`config.mk`:
```
export PLATFORM = sky130hd
export DESIGN_NAME = pingpong_sched
export DESIGN_NICKNAME = d
export VERILOG_FILES = /design/src/rtl/pingpong_sched.sv
export SDC_FILE = /design/constraint.sdc
export NUM_CORES = 1
export LEC_CHECK = 0
export CORE_AREA = 2 2 57 59
export CTS_BUF_LIST = sky130_fd_sc_hd__clkbuf_4 sky130_fd_sc_hd__clkbuf_8
export CTS_CLUSTER_DIAMETER = 40
export DETAILED_ROUTE_END_ITERATION = 10
export DIE_AREA = 0 0 59 61
export PLACE_DENSITY = 0.81
export RECOVER_POWER = 100
export SLEW_MARGIN = 20
export SYNTH_ARGS = -nofsm -noshare
export SYNTH_HDL_FRONTEND = slang
export SYNTH_SLANG_ARGS = --single-unit
export TNS_END_PERCENT = 100
```
`constraint.sdc`:
```
create_clock -name clk -period 3.9 [get_ports clk]
set_clock_uncertainty 0.2 [all_clocks]
set_input_delay 0.39 -clock clk [delete_from_list [all_inputs] [get_ports clk]]
set_output_delay 0.39 -clock clk [all_outputs]
set_load 0.01 [all_outputs]
```
`src/rtl/pingpong_sched.sv`:
```
// Ping-pong buffer scheduler: swaps reader/writer buffers at frame boundaries once the inactive one is loaded.
// Optional `PINGPONG_SCHED_LOOP_LIMIT_EN adds a loop_limit input that ends playback after N frames.
module pingpong_sched #(
  parameter int unsigned FRAME_CNT_W = 16,
  parameter int unsigned SWAP_GAP    = 2
) (
  input  logic                   clk,
  input  logic                   rst,
  input  logic                   start,
  input  logic                   stop,
  input  logic                   repeat_mode,
  input  logic                   wr_done,
  input  logic                   frame_end,
`ifdef PINGPONG_SCHED_LOOP_LIMIT_EN
  input  logic [FRAME_CNT_W-1:0] loop_limit,
`endif
  output logic                   active_buffer,
  output logic                   wen,
  output logic                   ren,
  output logic                   busy,
  output logic                   pending,
  output logic                   underflow,
  output logic [FRAME_CNT_W-1:0] frame_cnt
);

  localparam logic [1:0] IDLE    = 2'd0;
  localparam logic [1:0] PRELOAD = 2'd1;
  localparam logic [1:0] SWAP    = 2'd2;
  localparam logic [1:0] RUN     = 2'd3;

  // Counter is loaded with GAP-1 so that exactly SWAP_GAP cycles pass with ren=0.
  localparam logic [3:0] GAP_LOAD = 4'(SWAP_GAP - 1);

  logic [1:0]             state, state_n;
  logic [3:0]             gap_cnt, gap_n;
  logic                   stop_req, stop_req_n;
  logic                   act_n, pend_n, unf_n;
  logic                   wen_n, ren_n, busy_n;
  logic [FRAME_CNT_W-1:0] cnt_n, cnt_inc;
  logic                   limit_hit;

  always_comb begin
    state_n    = state;
    gap_n      = gap_cnt;
    stop_req_n = stop_req;
    act_n      = active_buffer;
    pend_n     = pending;
    unf_n      = underflow;
    cnt_n      = frame_cnt;
    cnt_inc    = frame_cnt + 1'b1;
`ifdef PINGPONG_SCHED_LOOP_LIMIT_EN
    limit_hit  = (loop_limit != '0) && (cnt_inc == loop_limit);
`else
    limit_hit  = 1'b0;
`endif

    case (state)
      IDLE: begin
        if (start) begin
          state_n    = PRELOAD;
          unf_n      = 1'b0;
          cnt_n      = '0;
          pend_n     = 1'b0;
          stop_req_n = 1'b0;
        end
      end
      PRELOAD: begin
        if (stop) begin
          state_n = IDLE;
        end else if (wr_done) begin
          act_n   = ~active_buffer;
          state_n = SWAP;
          gap_n   = GAP_LOAD;
        end
      end
      SWAP: begin
        if (stop) stop_req_n = 1'b1;
        if (gap_cnt == '0) state_n = RUN;
        else               gap_n   = gap_cnt - 1'b1;
      end
      RUN: begin
        if (stop) stop_req_n = 1'b1;
        if (frame_end) begin
          cnt_n = cnt_inc;
          if (stop_req || limit_hit) begin
            state_n    = IDLE;
            stop_req_n = 1'b0;
            if (wr_done) pend_n = 1'b1;
          end else if (pending || wr_done) begin
            act_n   = ~active_buffer;
            pend_n  = 1'b0;
            state_n = SWAP;
            gap_n   = GAP_LOAD;
          end else if (repeat_mode) begin
            unf_n = 1'b1;
          end else begin
            unf_n   = 1'b1;
            state_n = IDLE;
          end
        end else if (wr_done) begin
          pend_n = 1'b1;
        end
      end
      default: state_n = IDLE;
    endcase

    // Enables are registered from the next state so they line up with it.
    wen_n  = (state_n == PRELOAD) || ((state_n == RUN) && !pend_n);
    ren_n  = (state_n == RUN);
    busy_n = (state_n != IDLE);
  end

  always_ff @(posedge clk or negedge rst) begin
    if (!rst) begin
      state         <= IDLE;
      gap_cnt       <= '0;
      stop_req      <= 1'b0;
      active_buffer <= 1'b0;
      wen           <= 1'b0;
      ren           <= 1'b0;
      busy          <= 1'b0;
      pending       <= 1'b0;
      underflow     <= 1'b0;
      frame_cnt     <= '0;
    end else begin
      state         <= state_n;
      gap_cnt       <= gap_n;
      stop_req      <= stop_req_n;
      active_buffer <= act_n;
      wen           <= wen_n;
      ren           <= ren_n;
      busy          <= busy_n;
      pending       <= pend_n;
      underflow     <= unf_n;
      frame_cnt     <= cnt_n;
    end
  end

endmodule

```
Yosys cells after proc, flatten, opt, wreduce, memory -nomap -nowiden
Cells that the tools add are included.
{"block": "word_totals", "mem_count": 0, "latch_bits": 0, "mem_bits_rw": 0, "word_cells": 82, "regBits": 29, "inputBits": 7, "out_inout_bits": 22, "rom_bits": 0}
{"block": "classes", "add_sub_neg": 2, "eq_ne": 13, "n_shift": 0, "reduce_logical": 16, "div_mod_pow": 0, "n_mux": 40, "magnitude_cmp": 0, "multipliers": 0, "bitwise_logic": 1}
{"cell": "16-bit two-way mux", "count": 2}
{"cell": "16-bit case mux with 2 select lines", "count": 1}
{"cell": "4-bit two-way mux", "count": 6}
{"cell": "1-bit two-way mux", "count": 17}
{"cell": "16-bit by 1-bit adder with 16-bit output (second input constant)", "count": 1}
{"cell": "2-bit two-way mux", "count": 8}
{"cell": "2-bit inequality test (second input constant)", "count": 8}
{"cell": "4-bit case mux with 3 select lines", "count": 1}
{"cell": "2-bit case mux with 4 select lines", "count": 1}
{"cell": "7-bit AND reduction", "count": 1}
{"cell": "2-bit equality test (second input constant)", "count": 3}
{"cell": "1-bit case mux with 2 select lines", "count": 3}
{"cell": "6-bit AND reduction", "count": 1}
{"cell": "2-bit nonzero test", "count": 3}
{"cell": "3-bit nonzero test", "count": 2}
{"cell": "5-bit AND reduction", "count": 1}
{"cell": "2-bit by 1-bit equality test with 1-bit output (second input constant)", "count": 2}
{"cell": "4-bit logical NOT", "count": 1}
{"cell": "4-bit by 1-bit subtractor with 4-bit output (second input constant)", "count": 1}
{"cell": "1-bit case mux with 3 select lines", "count": 1}
{"cell": "3-bit AND reduction", "count": 1}
{"cell": "2-bit logical NOT", "count": 1}
{"cell": "1-bit logical OR", "count": 2}
{"cell": "2-bit AND reduction", "count": 1}
{"cell": "other kinds (3)", "count": 3}

Depth between registers and ports, before layout
{"block": "depth", "depth_word": 8, "depth_mapped": 9, "ltp_nobuf": 7}

Worst setup path after synthesis
Ideal clock, no wire load.
{"block": "synth_timing", "kind": "flip-flop to flip-flop", "start": "reg state[1]", "end": "reg frame_cnt[13]", "period_less_slack_ns": 2.408, "t_required_ns": 3.623, "path_stages_with_launch": 10, "setup_time_ns": 0.077, "setup_slack_ns": 1.492, "n_path_buf": 3, "arrival_ns": 2.131, "cell_sequence": "dfrtp_1 > inv_1 > ha_1 > buf_6 > mux2i_1 > buf_6 > or3_4 > buf_6 > or4_1 > a21oi_1"}
{"block": "synth_between", "elab_chain_cells": 3, "word_cells_on_any_way": 7}
{"item": "start: declaration", "line_no": "34", "source": "logic [1:0] state, state_n;"}
{"item": "start signal: assignment", "line_no": "126", "source": "state <= state_n;"}
{"item": "2-bit equality test / 2-bit logical NOT (equally long branches)", "line_no": "57", "source": "case (state)"}
{"item": "2-bit inequality test (no line) / 2-bit nonzero test (equally long branches)"}
{"item": "3-bit AND reduction (no line)"}
{"item": "end signal: assignment", "line_no": "135", "source": "frame_cnt <= cnt_n;"}
{"item": "end: declaration", "line_no": "23", "source": "output logic [FRAME_CNT_W-1:0] frame_cnt"}
Several ways; a longest one is shown, not always the timed one.
A chain may end at the register's enable or synchronous reset.

Worst setup path in the final report
{"block": "layout_timing", "start": "reg state[0]", "end": "reg frame_cnt[13]"}
The elaborated chain is that of the path after synthesis.

==> impl_results.md <==
* Synth Instances at 173
* Total leakage power at approximately 0.88 nW
* Max cap viols at 1
* # nets final at between 200 and 250
* Sw Ratio at 0.4010
* Clk_lat worst skew at 320 ps
* Num rows at 20
* Vias per inst at between 6 and 7
* Critical path arrival at around 2800 ps
* Max-Slew Margin vs Limit at -0.008035
* Fillcell total at 258
* Initial core utilization at 0.5559
* CP max FO at 12
* Failing checks: max-capacitance violations, max-slew violations
* Remaining antenna violation count at 0
* HP Class: flip-flop to flip-flop
* Commonest cells in the netlist: 29 x dfrtp_1, 12 x nand2_1, 12 x nor2_1
* Routed WL at 3451 µm
* WL met1 at 1452 µm
* Placed Instances at between 200 and 250
* Combinational Power Share at 0.435
* First-pass GRT wire length at 5802 µm
* Via count at 1,418
* Top post-synthesis cells by area: dfrtp_1 44%, ha_1 5.3%, o31ai_1 4.6%
* Core area at between 2000 and 3000 µm²
* Worst-case clock buffer depth at 2
* Diodes inserted at 0
* Top_reg_cell synth: dfrtp_1
* Post-route minimum period at between 2000 and 3000 ps
* Fin Setup TNS at 0 ps
* Post-DP HPWL at between 2000 and 2500 µm
* Async SR Flop Fraction at 1.000
* Period utilisation layout at 0.6920
* Final setup fails at 0
* GP Congestion at between 0.9 and 1
* Vias in the first global route at 1,353
* First DRT Iteration DRCs at 72
* Fin. max-slew vios at 30
* I/O Buffers at 28
* Routed length per instance at between 10 and 15 µm
* Cts hold-fix bufs at 0
* Synth warn at 0
* Metal2 WL at between 1500 and 2000 µm
* Syn Nets at between 150 and 200
* CP Class: flip-flop to flip-flop
* Startpoint Class: flip-flop
* DR DRC count at 0
* Peak supply drop at ~0.47 mV
* Yosys cell types at 37
* TritonCTS clock tree: yes
* Worst setup EP type: flip-flop
* Switching power at approximately 0.46 mW
* Die H at just over 60 µm
* Inserted Clock Buffers at 5
* First-pass DRT Iterations at 4
* Post-synth top area cell: dfrtp_1
* CTS sink count at 29
* Fmax at 370.5 MHz
* RSZ-0062 raised after global routing: no
* Postcts setup bufs at 0
* Run status: finished, violations left
* H-tree levels at 2
* Sequential Power Share at 0.382
* Largest net degree at the start of global routing at 30
* Clock share of power at 0.183
* Synth Register Bits at 29
* DR top layer: met4
* Antenna violations before repair at 0
* Power Density at 585.5 nW/µm²
* Final hold vios at 0
* Total grt overflow at 0
* Clk slew on worst S/H paths at ~100 ps
* Total GRT Usage at 0.2157
* Sequential share of the synthesized area at 0.4421
* Die W at about 59 µm
* Met3 wire length at approximately 210 µm
* Mapped Avg Cell Area at around 9.5 µm²
* Post-Syn Area at roughly 1600 µm²
* Pint at just under 0.7 mW
* Final hold slack at between 200 and 300 ps
* Top-count cell post-synth: dfrtp_1
* WP data required at 3950 ps
* # IOs at 29
* Non-filler cells, final at approximately 240
* Root Buffer: clkbuf_4
* Syn-to-layout area delta at 19.44%
* Die Footprint at 3599 µm²
* Post-synth top area share at 0.4421
* Share of cells above drive strength 1 at 0.04950
* Worst slew pin tran at approximately 1500 ps
* EDFF count, synth at 0
* Resize count post-CTS at 0
## worst max-delay path, cell delays in order, from the launching register on
cell	delay, ps
dfrtp_1	430
ha_1	410
mux2i_1	330
or3_1	560
or4_1	550
a21oi_1	150
## cell families after synthesis
family          count (synthesis)  synth area share
simple gates                   67            0.2226
compound gates                 43            0.1654
flops                          29            0.4421
buf+inv                        18           0.06631
xor+xnor                        7           0.03735
fa+ha+maj                       7           0.05335
mux                             2           0.01296
## per-layer routing
layer	global-route usage	vias to the layer above
met4	0.09091	0
met1	0.2562	663
met5	0	-
met3	0.06397	9
met2	0.3667	65
li1	-	681
## cells in the final DEF, fill, tap and decap left out
master	synthesis	layout
xnor2_1	7	7
o41ai_1	1	1
mux2_2	1	1
nor2_1	12	12
a22oi_1	1	1
or4_1	6	6
o211a_1	1	1
dlygate4sd3_1	0	24
nand3_1	10	10
nor4_1	4	4
o2bb2ai_1	2	2
nor2b_1	3	3
o31ai_1	10	10
o21a_1	3	3
mux2i_1	1	1
nor4b_1	1	1
clkbuf_8	0	2
and3_1	3	3
clkinv_2	0	1
inv_1	10	10
clkbuf_4	0	5
nand4_1	2	2
o221ai_1	1	1
o22ai_1	1	1
a21oi_1	11	11
clkdlybuf4s50_1	0	4
or3b_2	1	1
nand2_1	12	12
nor3_1	2	2
o21ai_0	11	12
nand2b_1	5	5
and4_1	1	1
or3_1	3	4
ha_1	7	7
dfrtp_1	29	29
nor3b_1	1	1
clkbuf_1	1	1
## flip-flops by register name, indices dropped and copies added, names as in the netlist
| signal | flops |
|---|---|
| frame_cnt | 16 |
| gap_cnt | 4 |
| state | 2 |
| active_buffer | 1 |
| busy | 1 |
| pending | 1 |
| ren | 1 |
| stop_req | 1 |
| underflow | 1 |
| wen | 1 |
## power by group through the flow
stage	clock [mW]	sequential (mW)	combinational, mW
global route	0.225	0.447	0.566
CTS	0.214	0.439	0.516
detailed placement	0	0.442	0.512
floorplan	0	0.447	0.363
finish	0.210	0.439	0.499
global placement	0	0.438	0.488
## through the flow
| stage | utilization | power (mW) | instance area (µm²) | worst slack (ps) |
|---|---|---|---|---|
| 2_1_floorplan | - | 0.8107 | 1642 | 1492 |
| 3_3_place_gp | 0.6432 | 0.9255 | 1899 | 1260 |
| 3_5_place_dp | 0.6432 | 0.9544 | 1899 | 1187 |
| 4_1_cts | 0.6669 | 1.169 | 1969 | 1265 |
| 5_1_grt | 0.6640 | 1.238 | 1961 | 1022 |
| 6_report | 0.6640 | 1.148 | 1961 | 1201 |
## area by class of cell
class,instances,area [µm²],share of cell area
multi-input cells,126,802.0,0.4091
well taps,33,41.29,0.02106
repair buffers,29,284.0,0.1449
clock inverters,1,5.005,0.002553
inverters,10,37.54,0.01914
clock buffers,7,65.06,0.03318
flip-flops and latches,29,725.7,0.3701
## path summary, 6_finish.rpt
path / startpoint / endpoint / slack, ps / depth (start not counted)
setup reg to reg: state[0] / frame_cnt[13] / 1200 / 5
setup / recovery: state[0] / frame_cnt[13] / 1200 / 5
max in group asynchronous: rst / gap_cnt[2] / 1860 / 2
min in group asynchronous: rst / frame_cnt[9] / 760 / 2
hold reg to reg: active_buffer / active_buffer / 280 / 1
hold / removal: active_buffer / active_buffer / 280 / 1
(Power assumes the default switching activity.)
